$ cat config.mk
export PLATFORM = sky130hd
export DESIGN_NAME = blk_0b4f7c
export DESIGN_NICKNAME = d
export VERILOG_FILES = /design/src/rtl/blk_0b4f7c_pkg.sv /design/src/rtl/blk_0b4f7c_rr_pick.sv /design/src/rtl/blk_0b4f7c.sv
export SDC_FILE = /design/constraint.sdc
export NUM_CORES = 1
export LEC_CHECK = 0
export BUFFER_PORTS_ARGS = -buffer_cell sky130_fd_sc_hd__buf_2
export CELL_PAD_IN_SITES_DETAIL_PLACEMENT = 1
export CELL_PAD_IN_SITES_GLOBAL_PLACEMENT = 1
export CORE_UTILIZATION = 25
export CTS_CLUSTER_DIAMETER = 200
export DETAILED_ROUTE_END_ITERATION = 10
export PLACE_DENSITY = 0.87
export SLEW_MARGIN = 20
export SYNTH_ARGS = -nofsm -noshare
export SYNTH_HDL_FRONTEND = slang
export SYNTH_HIERARCHICAL = 1
export SYNTH_SLANG_ARGS = --single-unit
$ cat constraint.sdc
create_clock -name aclk_i -period 1.8 [get_ports aclk_i]
set_input_delay 0.09 -clock aclk_i [delete_from_list [all_inputs] [get_ports aclk_i]]
set_output_delay 0.09 -clock aclk_i [all_outputs]
set_load 0.005 [all_outputs]
$ cat src/rtl/blk_0b4f7c_pkg.sv
// Shared types and width helpers for the packet round-robin arbiter that feeds the SRL FIFO.
package blk_0b4f7c_pkg;

  typedef enum logic {
    IDLE    = 1'b0,
    GRANTED = 1'b1
  } t_arb_state;

  localparam int NUM_SI_DEF    = 4;
  localparam int DATA_W_DEF    = 8;
  localparam int MAX_BEATS_DEF = 16;

  // Index width for n items, never narrower than one bit.
  function automatic int idx_w(input int n);
    return (n <= 1) ? 1 : $clog2(n);
  endfunction

  // Beat counter width; holds 0..max_beats.
  function automatic int cnt_w(input int max_beats);
    return $clog2(max_beats + 1);
  endfunction

endpackage

$ cat src/rtl/blk_0b4f7c_rr_pick.sv
// Rotating-priority picker: first set request at or after ptr_i, modulo NUM_SI, as one-hot.
module blk_0b4f7c_rr_pick
  import blk_0b4f7c_pkg::*;
#(
  parameter int NUM_SI = NUM_SI_DEF,
  parameter int PTR_W  = idx_w(NUM_SI)
) (
  input  logic [NUM_SI-1:0] req_i,
  input  logic [PTR_W-1:0]  ptr_i,
  output logic [NUM_SI-1:0] gnt_o
);

  logic [NUM_SI-1:0] req_rot;
  logic [NUM_SI-1:0] gnt_rot;

  // Rotate so ptr_i lands on bit 0, isolate the lowest set bit, rotate back.
  always_comb begin
    req_rot = NUM_SI'({req_i, req_i} >> ptr_i);
    gnt_rot = req_rot & (~req_rot + NUM_SI'(1));
    gnt_o   = NUM_SI'(({gnt_rot, gnt_rot} << ptr_i) >> NUM_SI);
  end

endmodule

$ cat src/rtl/blk_0b4f7c.sv
// Packet-granular round-robin arbiter sharing one SRL FIFO write port among NUM_SI sources.
module blk_0b4f7c
  import blk_0b4f7c_pkg::*;
#(
  parameter int NUM_SI    = NUM_SI_DEF,
  parameter int DATA_W    = DATA_W_DEF,
  parameter int MAX_BEATS = MAX_BEATS_DEF
) (
  input  logic                     aclk_i,
  input  logic                     areset_i,
  input  logic                     aclken_i,
  input  logic [NUM_SI-1:0]        s_valid_i,
  input  logic [NUM_SI*DATA_W-1:0] s_mesg_i,
  input  logic [NUM_SI-1:0]        s_last_i,
  output logic [NUM_SI-1:0]        s_ready_o,
  output logic [DATA_W-1:0]        f_mesg_o,
  output logic                     f_valid_o,
  input  logic                     f_ready_i,
  input  logic                     f_afull_i,
  output logic [NUM_SI-1:0]        grant_o,
  output logic                     busy_o
);

  localparam int PTR_W = idx_w(NUM_SI);
  localparam int CNT_W = cnt_w(MAX_BEATS);

  t_arb_state        state_q, state_d;
  logic [NUM_SI-1:0] grant_q, grant_d;
  logic [PTR_W-1:0]  rr_ptr_q, rr_ptr_d;
  logic [CNT_W-1:0]  beat_cnt_q, beat_cnt_d;

  logic [NUM_SI-1:0]             pick_gnt;
  logic [NUM_SI-1:0][DATA_W-1:0] mesg_arr;
  logic [PTR_W-1:0]              owner_idx;
  logic [PTR_W-1:0]              next_ptr;
  logic                          owner_valid;
  logic                          owner_last;
  logic                          beat;

  assign mesg_arr = s_mesg_i;

  blk_0b4f7c_rr_pick #(
    .NUM_SI (NUM_SI),
    .PTR_W  (PTR_W)
  ) u_pick (
    .req_i  (s_valid_i),
    .ptr_i  (rr_ptr_q),
    .gnt_o  (pick_gnt)
  );

  // Owner-side view: AND-OR mux keyed by the one-hot grant.
  always_comb begin
    f_mesg_o  = '0;
    owner_idx = '0;
    for (int i = 0; i < NUM_SI; i++) begin
      if (grant_q[i]) begin
        f_mesg_o  = f_mesg_o | mesg_arr[i];
        owner_idx = PTR_W'(i);
      end
    end
    owner_valid = |(s_valid_i & grant_q);
    owner_last  = |(s_last_i & grant_q);
    next_ptr    = (owner_idx == PTR_W'(NUM_SI - 1)) ? '0 : owner_idx + PTR_W'(1);
  end

  // Next-state and handshake outputs; nothing handshakes while aclken_i is low.
  always_comb begin
    state_d    = state_q;
    grant_d    = grant_q;
    rr_ptr_d   = rr_ptr_q;
    beat_cnt_d = beat_cnt_q;
    busy_o     = (state_q == GRANTED);
    f_valid_o  = 1'b0;
    s_ready_o  = '0;
    beat       = 1'b0;

    case (state_q)
      IDLE: begin
        if (aclken_i && (|s_valid_i) && !f_afull_i) begin
          state_d    = GRANTED;
          grant_d    = pick_gnt;
          beat_cnt_d = '0;
        end
      end
      GRANTED: begin
        f_valid_o = aclken_i & owner_valid;
        s_ready_o = (aclken_i && f_ready_i) ? grant_q : '0;
        beat      = f_valid_o & f_ready_i;
        if (beat) begin
          // Release on end of packet or at the beat limit; counter never wraps.
          if (owner_last || (beat_cnt_q == CNT_W'(MAX_BEATS - 1))) begin
            state_d    = IDLE;
            grant_d    = '0;
            beat_cnt_d = '0;
            rr_ptr_d   = next_ptr;
          end else begin
            beat_cnt_d = beat_cnt_q + CNT_W'(1);
          end
        end
      end
      default: begin
        state_d = IDLE;
        grant_d = '0;
      end
    endcase
  end

  always_ff @(posedge aclk_i) begin
    if (areset_i) begin
      state_q    <= IDLE;
      grant_q    <= '0;
      rr_ptr_q   <= '0;
      beat_cnt_q <= '0;
    end else if (aclken_i) begin
      state_q    <= state_d;
      grant_q    <= grant_d;
      rr_ptr_q   <= rr_ptr_d;
      beat_cnt_q <= beat_cnt_d;
    end
  end

  assign grant_o = grant_q;

  a_grant_onehot0: assert property (@(posedge aclk_i) disable iff (areset_i)
    $onehot0(grant_q));
  a_ready_subset: assert property (@(posedge aclk_i) disable iff (areset_i)
    $onehot0(s_ready_o) && ((s_ready_o & ~grant_q) == '0));
  a_valid_busy: assert property (@(posedge aclk_i) disable iff (areset_i)
    f_valid_o |-> busy_o);

endmodule
==> impl_metrics.env, run 1 <==
export IMPL_outcome="complete, no violations"
export IMPL_worst_slack_ps=94.4
export IMPL_drt_iter0_markers=29
export IMPL_syn_nets=170
export IMPL_min_period_ps=1710
export IMPL_synth_avg_cell_area_um2=7.66
export IMPL_firstDrtPassIters=4
export IMPL_vias=1235
export IMPL_coreArea_um2=3470
export IMPL_tns_ps=0
export IMPL_slew_viol_final=0
export IMPL_grt_ovfl_total=0
export IMPL_cp_max_fo=5
export IMPL_syn_inst=123
export IMPL_crit_required_ps=1970
export IMPL_synth_top_family_by_area="compound AO/OA/AOI/OAI gates"
export IMPL_finalCritPeriodShare_pct=94.8
export IMPL_hold_path_class="in -> reg"
export IMPL_grt_max_degree=16
export IMPL_die_area_um2=4020
export IMPL_finalNonFillerCells=235
export IMPL_synth_most_common_cell="a22oi_1"
export IMPL_portBuffers=62
export IMPL_grt_pass1_wl_mm=5.40
export IMPL_clkTransAtPathRegs_ps=50
export IMPL_setup_worst_path_end_class="flop"
export IMPL_synthAdderAreaFrac_pct=2.66
export IMPL_muxShareOfSynthArea_pct=0
export IMPL_wl_mm=3.37
export IMPL_ios=63
export IMPL_post_dp_hpwl_mm=2.60
export IMPL_post_cts_buffers=0
export IMPL_power_density_nw_per_um2=472
export IMPL_dp_cells=232
export IMPL_synth_cell_types=32
export IMPL_die_w_um=63.4
export IMPL_num_antenna_cells=0
export IMPL_start_kind="flop"
export IMPL_ys_seq_elements=12
export IMPL_wire_per_inst_um=14.3
export IMPL_synthXorXnorAreaFrac_pct=0
export IMPL_remaining_drc_errors=0
export IMPL_async_reset_ff_share_pct=0
export IMPL_synth_compound_area_share_pct=37.8
export IMPL_clk_latency_ps=240
export IMPL_tritoncts="done"
export IMPL_slew_headroom_pct=77.3
export IMPL_yosys_warnings=6
export IMPL_place_ws_ps=39.4
export IMPL_arrival_ps=1880
export IMPL_reg2regPathDepth=7
export IMPL_yosys_area_top_type_share_pct=25.5
export IMPL_hold_buffers=0
export IMPL_antenna_found_initial=0
export IMPL_place_area_um2=1340
export IMPL_clock_sinks=12
export IMPL_synth_area_um2=942
export IMPL_htree_levels=1
export IMPL_tightestPinTransition_ps=339
export IMPL_start_util_pct=27.2
export IMPL_drive_above_1_share_pct=46.0
export IMPL_num_rows=21
export IMPL_hold_viol_final=0
export IMPL_clockRootBuffer="clkbuf_8"
export IMPL_antenna_left=0
export IMPL_synth_edf_count=0
export IMPL_fp_dieH_um=63.4
export IMPL_rsz0062_at_grt="no"
export IMPL_gp_congestion=0.780
export IMPL_synthTopCellsByArea="dfxtp_1 25%, a22oi_1 15%, a21oi_1 5.3%, nand2_1 4.4%, nand2b_1 4.0%"
export IMPL_num_nets_final=238
export IMPL_finalSetupViolCount=0
export IMPL_skew_ps=4.02
export IMPL_fmax_ghz=0.586
export IMPL_whs_path_depth=3
export IMPL_synth_ff_type="dfxtp_1"
export IMPL_fin_area_um2=1410
export IMPL_area_growth_pct=49.8
export IMPL_cts_made_buffers=3
export IMPL_synthSimpleGateAreaFrac_pct=28.4
export IMPL_grt_pass1_vias=1123
export IMPL_fin_util_pct=40.7
export IMPL_clk_path_buf_depth=2
export IMPL_grtUsageTotal_pct=16.7
export IMPL_vdd_drop_max_uv=146
export IMPL_p_leak_nw=0.665
export IMPL_yosys_area_top_type="dfxtp_1"
export IMPL_synthTopCellsByCount="19 x a22oi_1, 12 x dfxtp_1, 11 x nand2_1"
export IMPL_viasPerCell=5.26
export IMPL_drv_cap=0
export IMPL_crit_type="reg -> reg"
export IMPL_seq_area_frac_synth_pct=25.5
[critical path, cell delays in order (launching register included)]
cell	delay (ps)
dfxtp_2	360
ha_4	140
and3_1	150
ha_1	150
a21oi_1	40
and2_4	170
or4_1	480
a21oi_1	150
[kinds of logic after synthesis]
family,count (synthesis)
and+or+nand+nor,47
adders and majority gates,2
DFF,12
buffers and inverters,12
AOI/OAI and AO/OA,50
[worst paths after layout]
path            startpoint             to  slack, ps
min reg2reg  beat_cnt_q[4]  beat_cnt_q[4]        470
max          beat_cnt_q[0]    rr_ptr_q[1]         90
min               aclken_i         busy_o        190
max reg2reg  beat_cnt_q[0]    rr_ptr_q[1]         90
[state kept, by name, indices dropped and copies added (netlist names)]
name / count
busy_o: 1
rr_ptr_q: 2
beat_cnt_q: 5
grant_o: 4
[placed cells by master (no fill, tap or decap), types with 2 or more instances in the layout]
| master | instances |
|---|---|
| a21oi_1 | 9 |
| a22oi_1 | 18 |
| a32oi_1 | 2 |
| and2_2 | 4 |
| buf_2 | 62 |
| buf_4 | 9 |
| clkbuf_8 | 3 |
| dfxtp_1 | 10 |
| dfxtp_2 | 2 |
| inv_1 | 4 |
| nand2_1 | 11 |
| nand2b_1 | 6 |
| nand3_1 | 4 |
| nand4_1 | 3 |
| nand4b_1 | 3 |
| nor2_1 | 4 |
| nor2b_1 | 2 |
| nor3_1 | 4 |
| o211a_1 | 2 |
| o21ai_0 | 5 |
| o2bb2ai_1 | 4 |
| or4_1 | 2 |
[metal layers]
layer	routed length [um]	global-route usage, %	vias to the layer above
li1	-	-	607
met1	1560	23.0	567
met2	1500	26.2	56
met3	280	3.80	5
met4	23	3.41	0
met5	0	0	-
[timing repair]
| item | 4_1_cts | 5_1_grt |
|---|---|---|
| endpoints found under the hold margin | 0 | 0 |
| setup endpoints to repair | 0 | 11 |
| gates resized for setup | 0 | 8 |
[per-stage QoR]
step                power, mW  hold WS (ps)
floorplan               0.336           263
global placement        0.420           435
detailed placement      0.424           438
CTS                     0.668           186
global route            0.700           210
finish                  0.666           188
[layout make-up]
| type | count | area [um2] |
|---|---|---|
| fillers | 474 | 2060 |
| multi-input cells | 99 | 677 |
| repair buffers | 71 | 378 |
| flip-flops and latches | 12 | 243 |
| well taps | 46 | 57.6 |
| clock buffers | 3 | 41.3 |
| inverters | 4 | 15.0 |
[power breakdown]
part	total, mW	switching [mW]	internal, mW
Sequential	0.276	0.00558	0.270
Clock	0.245	0.0975	0.147
Combinational	0.145	0.0692	0.0760
Total	0.666	0.172	0.493
Note: power is estimated with default switching activity, not from simulation.
==> inputs of run 2 (changes only) <==
--- a/config.mk
+++ b/config.mk
@@ -6,12 +6,10 @@
 export NUM_CORES = 1
 export LEC_CHECK = 0
 export BUFFER_PORTS_ARGS = -buffer_cell sky130_fd_sc_hd__buf_2
-export CELL_PAD_IN_SITES_DETAIL_PLACEMENT = 1
-export CELL_PAD_IN_SITES_GLOBAL_PLACEMENT = 1
-export CORE_UTILIZATION = 25
+export CORE_UTILIZATION = 37
 export CTS_CLUSTER_DIAMETER = 200
 export DETAILED_ROUTE_END_ITERATION = 10
-export PLACE_DENSITY = 0.87
+export PLACE_DENSITY = 0.86
 export SLEW_MARGIN = 20
 export SYNTH_ARGS = -nofsm -noshare
 export SYNTH_HDL_FRONTEND = slang
==> impl_metrics.env, run 2 (synthesis gave the netlist of run 1 again) <==
export IMPL_outcome="complete, no violations"
export IMPL_slowest_delay_ps=460
export IMPL_power_density_nw_per_um2=430
export IMPL_remaining_drc_errors=0
export IMPL_final_common_cell="buf_2"
export IMPL_num_rows=17
export IMPL_largest_register="beat_cnt_q"
export IMPL_cp_common_cell="a21oi_1"
export IMPL_clk_path_buf_depth=2
export IMPL_r2r_slack_ps=70
export IMPL_ios=63
export IMPL_portBuffers=62
export IMPL_firstDrtPassIters=4
export IMPL_worst_slack_ps=70.4
export IMPL_reg2regPathDepth=7
export IMPL_vias=1283
export IMPL_drv_cap=0
export IMPL_num_antenna_cells=0
export IMPL_place_area_um2=1330
export IMPL_cp_num_buf_inv=0
export IMPL_antenna_found_initial=0
export IMPL_worst_path_dominant_cell_family="simple AND/OR/NAND/NOR gates"
export IMPL_grtUsageTotal_pct=23.8
export IMPL_clk_latency_ps=270
export IMPL_antenna_left=0
export IMPL_area_growth_pct=45.3
export IMPL_grt_pass1_wl_mm=4.95
export IMPL_crit_type="reg -> reg"
export IMPL_clock_sinks=12
export IMPL_p_leak_nw=0.664
export IMPL_critPathLaunch="beat_cnt_q[0]"
export IMPL_vdd_drop_max_uv=265
export IMPL_gp_congestion=0.824
export IMPL_grt_max_degree=16
export IMPL_multi_input_area_um2=667
export IMPL_arrival_ps=1940
export IMPL_r2r_end="rr_ptr_q[1]"
export IMPL_hold_slack_ps=147
export IMPL_grt_ovfl_total=0
export IMPL_tritoncts="done"
export IMPL_grt_pass1_vias=1153
export IMPL_die_area_um2=2750
export IMPL_fillCellCount=206
export IMPL_critPathSlowestCell="or4_1"
export IMPL_hold_path_class="in -> reg"
export IMPL_r2r_start="beat_cnt_q[0]"
export IMPL_die_w_um=52.5
export IMPL_tightestPinTransition_ps=361
export IMPL_clockRootBuffer="clkbuf_4"
export IMPL_place_ws_ps=56.2
export IMPL_fin_area_um2=1370
export IMPL_worstSetupEndpoint="rr_ptr_q[1]"
export IMPL_cp_max_fo=4
export IMPL_worst_path_stages=7
export IMPL_num_nets_final=239
export IMPL_fmax_ghz=0.578
export IMPL_skew_ps=0.540
export IMPL_start_kind="flop"
export IMPL_finalSetupViolCount=0
export IMPL_slew_headroom_pct=75.8
export IMPL_coreArea_um2=2300
export IMPL_drive_above_1_share_pct=46.8
export IMPL_min_period_ps=1730
export IMPL_start_util_pct=41.0
export IMPL_finalCritPeriodShare_pct=96.1
export IMPL_register_area_um2=244
export IMPL_path_cells="ha_2 -> and3_1 -> ha_1 -> a21oi_1 -> and2_4 -> or4_1 -> a21oi_1"
export IMPL_drt_iter0_markers=57
export IMPL_post_dp_hpwl_mm=2.50
export IMPL_crit_required_ps=2010
export IMPL_clkTransAtPathRegs_ps=70
export IMPL_slew_viol_final=0
export IMPL_hold_buffers=0
export IMPL_hold_viol_final=0
export IMPL_final_cell_mix="62 x buf_2, 18 x a22oi_1, 11 x nand2_1"
export IMPL_largest_reg_flops=5
export IMPL_setup_worst_path_end_class="flop"
export IMPL_htree_levels=1
export IMPL_wire_per_inst_um=15.0
export IMPL_cts_made_buffers=3
export IMPL_wl_mm=3.27
export IMPL_fp_dieH_um=52.5
export IMPL_viasPerCell=5.89
-- run 2: cell types whose count changed in the layout (fill, tap and decap cells not counted), sizes merged --
cell / previous run / this run
buf: 71 / 72
-- run 2: metal layers --
metal	share of wire (%)	vias to the layer above	global-route usage (%)
met2	51	63	41.8
met5	0	-	0
met1	40	604	29.3
li1	-	608	-
met4	1.7	0	8.33
met3	7.5	8	3.19
-- run 2: how the worst min path moves through the flow --
stage                     cells after the start     start            end  slack [ps]
after global placement                        2  areset_i    rr_ptr_q[1]         420
after detailed placement                      2  areset_i  beat_cnt_q[4]         430
after floorplan                               2  aclken_i      f_valid_o         260
after CTS                                     2  areset_i  beat_cnt_q[4]         140
final                                         2  areset_i    rr_ptr_q[0]         150
after global routing                          2  areset_i    rr_ptr_q[0]         160
-- run 2: power by group --
part	switching (mW)	total, mW	internal [mW]
logic	0.0692	0.145	0.0758
clock network	0.0894	0.167	0.0776
registers	0.00681	0.276	0.269
total	0.165	0.588	0.423
-- run 2: cell type report --
cell class,instances,area share (%)
multi-input cells,99,48.7
flip-flops and latches,12,17.8
clock buffers,3,1.65
repair buffers,72,28.2
inverters,4,1.10
well taps,28,2.56
-- run 2: through the flow --
step	power, mW	utilization (%)	cells	setup TNS [ps]
2_1_floorplan	0.336	-	123	0
3_3_place_gp	0.415	57.7	215	0
3_5_place_dp	0.422	57.7	215	0
4_1_cts	0.579	58.7	218	0
5_1_grt	0.612	59.6	218	-4.70
6_report	0.588	59.6	218	0
-- run 2: timing repair --
action,4_1_cts,5_1_grt
setup buffers,0,0
resized for setup,0,10
endpoints found under the setup margin,0,12
==> inputs of run 3 (changes only) <==
--- a/config.mk
+++ b/config.mk
@@ -10,7 +10,6 @@
 export CTS_CLUSTER_DIAMETER = 200
 export DETAILED_ROUTE_END_ITERATION = 10
 export PLACE_DENSITY = 0.86
-export SLEW_MARGIN = 20
 export SYNTH_ARGS = -nofsm -noshare
 export SYNTH_HDL_FRONTEND = slang
 export SYNTH_HIERARCHICAL = 1
==> constraint.sdc (replaced) <==
create_clock -name aclk_i -period 1.8 [get_ports aclk_i]
set_input_delay 0.27 -clock aclk_i [delete_from_list [all_inputs] [get_ports aclk_i]]
set_output_delay 0.27 -clock aclk_i [all_outputs]
set_load 0.005 [all_outputs]
==> impl_metrics.env, run 3 (synthesis gave the netlist of run 1 again) <==
export IMPL_finalCritPeriodShare_pct=96.1
export IMPL_slowest_delay_ps=470
export IMPL_dp_cells=215
export IMPL_remaining_drc_errors=0
export IMPL_hold_slack_ps=315
export IMPL_crit_required_ps=2000
export IMPL_grt_pass1_wl_mm=5.38
export IMPL_r2r_start="beat_cnt_q[1]"
export IMPL_place_area_um2=1330
export IMPL_drive_above_1_share_pct=46.1
export IMPL_grt_pass1_vias=1204
export IMPL_cts_resized=0
export IMPL_drv_cap=0
export IMPL_post_dp_hpwl_mm=2.56
export IMPL_die_area_um2=2750
export IMPL_hold_viol_final=0
export IMPL_gp_congestion=0.823
export IMPL_cp_max_fo=3
export IMPL_tightestPinTransition_ps=340
export IMPL_fmax_ghz=0.578
export IMPL_finalNonFillerCells=219
export IMPL_skew_ps=5.39
export IMPL_num_antenna_cells=0
export IMPL_hold_path_class="in -> reg"
export IMPL_start_kind="flop"
export IMPL_switchingPower_uw=169
export IMPL_critPathSlowestCell="or4_1"
export IMPL_largest_reg_flops=5
export IMPL_htree_levels=1
export IMPL_arrival_ps=1930
export IMPL_slew_viol_final=0
export IMPL_clock_sinks=12
export IMPL_holdCritStartpoint="areset_i"
export IMPL_crit_type="reg -> reg"
export IMPL_vdd_drop_max_uv=263
export IMPL_r2r_end="rr_ptr_q[0]"
export IMPL_internal_power_uw=470
export IMPL_start_util_pct=41.0
export IMPL_firstDrtPassIters=5
export IMPL_hold_buffers=0
export IMPL_clockRootBuffer="clkbuf_4"
export IMPL_clk_path_buf_depth=2
export IMPL_combPwrFrac_pct=23.6
export IMPL_post_cts_buffers=0
export IMPL_portBuffers=62
export IMPL_clockPowerShare_pct=33.2
export IMPL_min_period_ps=1730
export IMPL_finalSetupViolCount=0
export IMPL_swShare_pct=26.4
export IMPL_power_density_nw_per_um2=461
export IMPL_grt_max_degree=16
export IMPL_setup_worst_path_end_class="flop"
export IMPL_place_ws_ps=47.8
export IMPL_area_growth_pct=47.1
export IMPL_wire_per_inst_um=15.7
export IMPL_num_nets_final=239
export IMPL_whs_endpoint="rr_ptr_q[1]"
export IMPL_grtUsageTotal_pct=25.9
export IMPL_clk_latency_ps=270
export IMPL_fin_area_um2=1390
export IMPL_wl_mm=3.43
export IMPL_num_rows=17
export IMPL_worst_slack_ps=70.7
export IMPL_outcome="complete, no violations"
export IMPL_r2r_slack_ps=70
export IMPL_antenna_found_initial=0
export IMPL_largest_register="beat_cnt_q"
export IMPL_final_cell_mix="62 x buf_2, 18 x a22oi_1, 11 x nand2_1"
export IMPL_antenna_left=0
export IMPL_vias=1324
export IMPL_clkTransAtPathRegs_ps=80
export IMPL_die_w_um=52.5
export IMPL_path_cells="ha_1 -> and3_1 -> ha_1 -> a21oi_1 -> and2_4 -> or4_1 -> a21oi_1"
export IMPL_cts_made_buffers=3
export IMPL_power_frac_seq_pct=43.2
export IMPL_drt_iter0_markers=65
export IMPL_reg2regPathDepth=7
export IMPL_p_leak_nw=0.677
export IMPL_ios=63
export IMPL_tritoncts="done"
export IMPL_viasPerCell=6.05
export IMPL_final_common_cell="buf_2"
export IMPL_coreArea_um2=2300
export IMPL_fp_dieH_um=52.5
export IMPL_grt_ovfl_total=0
export IMPL_slew_headroom_pct=77.3
export IMPL_whs_path_depth=2
==> run 3: per-layer routing <==
| metal | global-route usage [%] | up-vias | routed length (um) |
|---|---|---|---|
| li1 | - | 611 | - |
| met2 | 46.4 | 80 | 1750 |
| met5 | 0 | - | 0 |
| met3 | 2.03 | 9 | 265 |
| met4 | 8.77 | 0 | 65 |
| met1 | 32.0 | 624 | 1360 |
==> run 3: per-stage QoR <==
| step | setup TNS (ps) | util, % | power (mW) |
|---|---|---|---|
| 2_1_floorplan | 0 | - | 0.336 |
| 3_3_place_gp | 0 | 57.7 | 0.415 |
| 3_5_place_dp | 0 | 57.7 | 0.424 |
| 4_1_cts | 0 | 59.3 | 0.629 |
| 5_1_grt | -1.53 | 60.3 | 0.671 |
| 6_report | 0 | 60.3 | 0.639 |
==> run 3: power by group through the flow <==
stage	combinational, mW	sequential, mW	clock, mW
global route	0.165	0.277	0.229
finish	0.151	0.276	0.212
CTS	0.143	0.276	0.210
floorplan	0.0564	0.280	0
detailed placement	0.141	0.282	0
global placement	0.133	0.282	0
==> run 3: critical path: cells and delay by family (launching register included) <==
kind                     cells  cell delay [ps]
flip-flops                   1              360
AND/OR/NAND/NOR              3              790
adder cells (fa/ha/maj)      2              300
AO/OA/AOI/OAI                2              200
==> run 3: layout make-up <==
class	count	area [um2]
flip-flops and latches	12	243
fillers	193	911
well taps	28	35.0
clock buffers	4	36.3
multi-input cells	99	664
inverters	4	15.0
repair buffers	72	393
==> run 3: how the worst max path moves through the flow <==
stage / start / to / slack, ps / cells after the start
global placement: beat_cnt_q[0] / rr_ptr_q[0] / 150 / 7
CTS: beat_cnt_q[0] / grant_o[0] / 10 / 8
floorplan: beat_cnt_q[0] / grant_o[0] / 90 / 8
detailed placement: beat_cnt_q[0] / grant_o[0] / 50 / 8
global route: beat_cnt_q[1] / rr_ptr_q[0] / -2 / 7
finish: beat_cnt_q[1] / rr_ptr_q[0] / 70 / 7
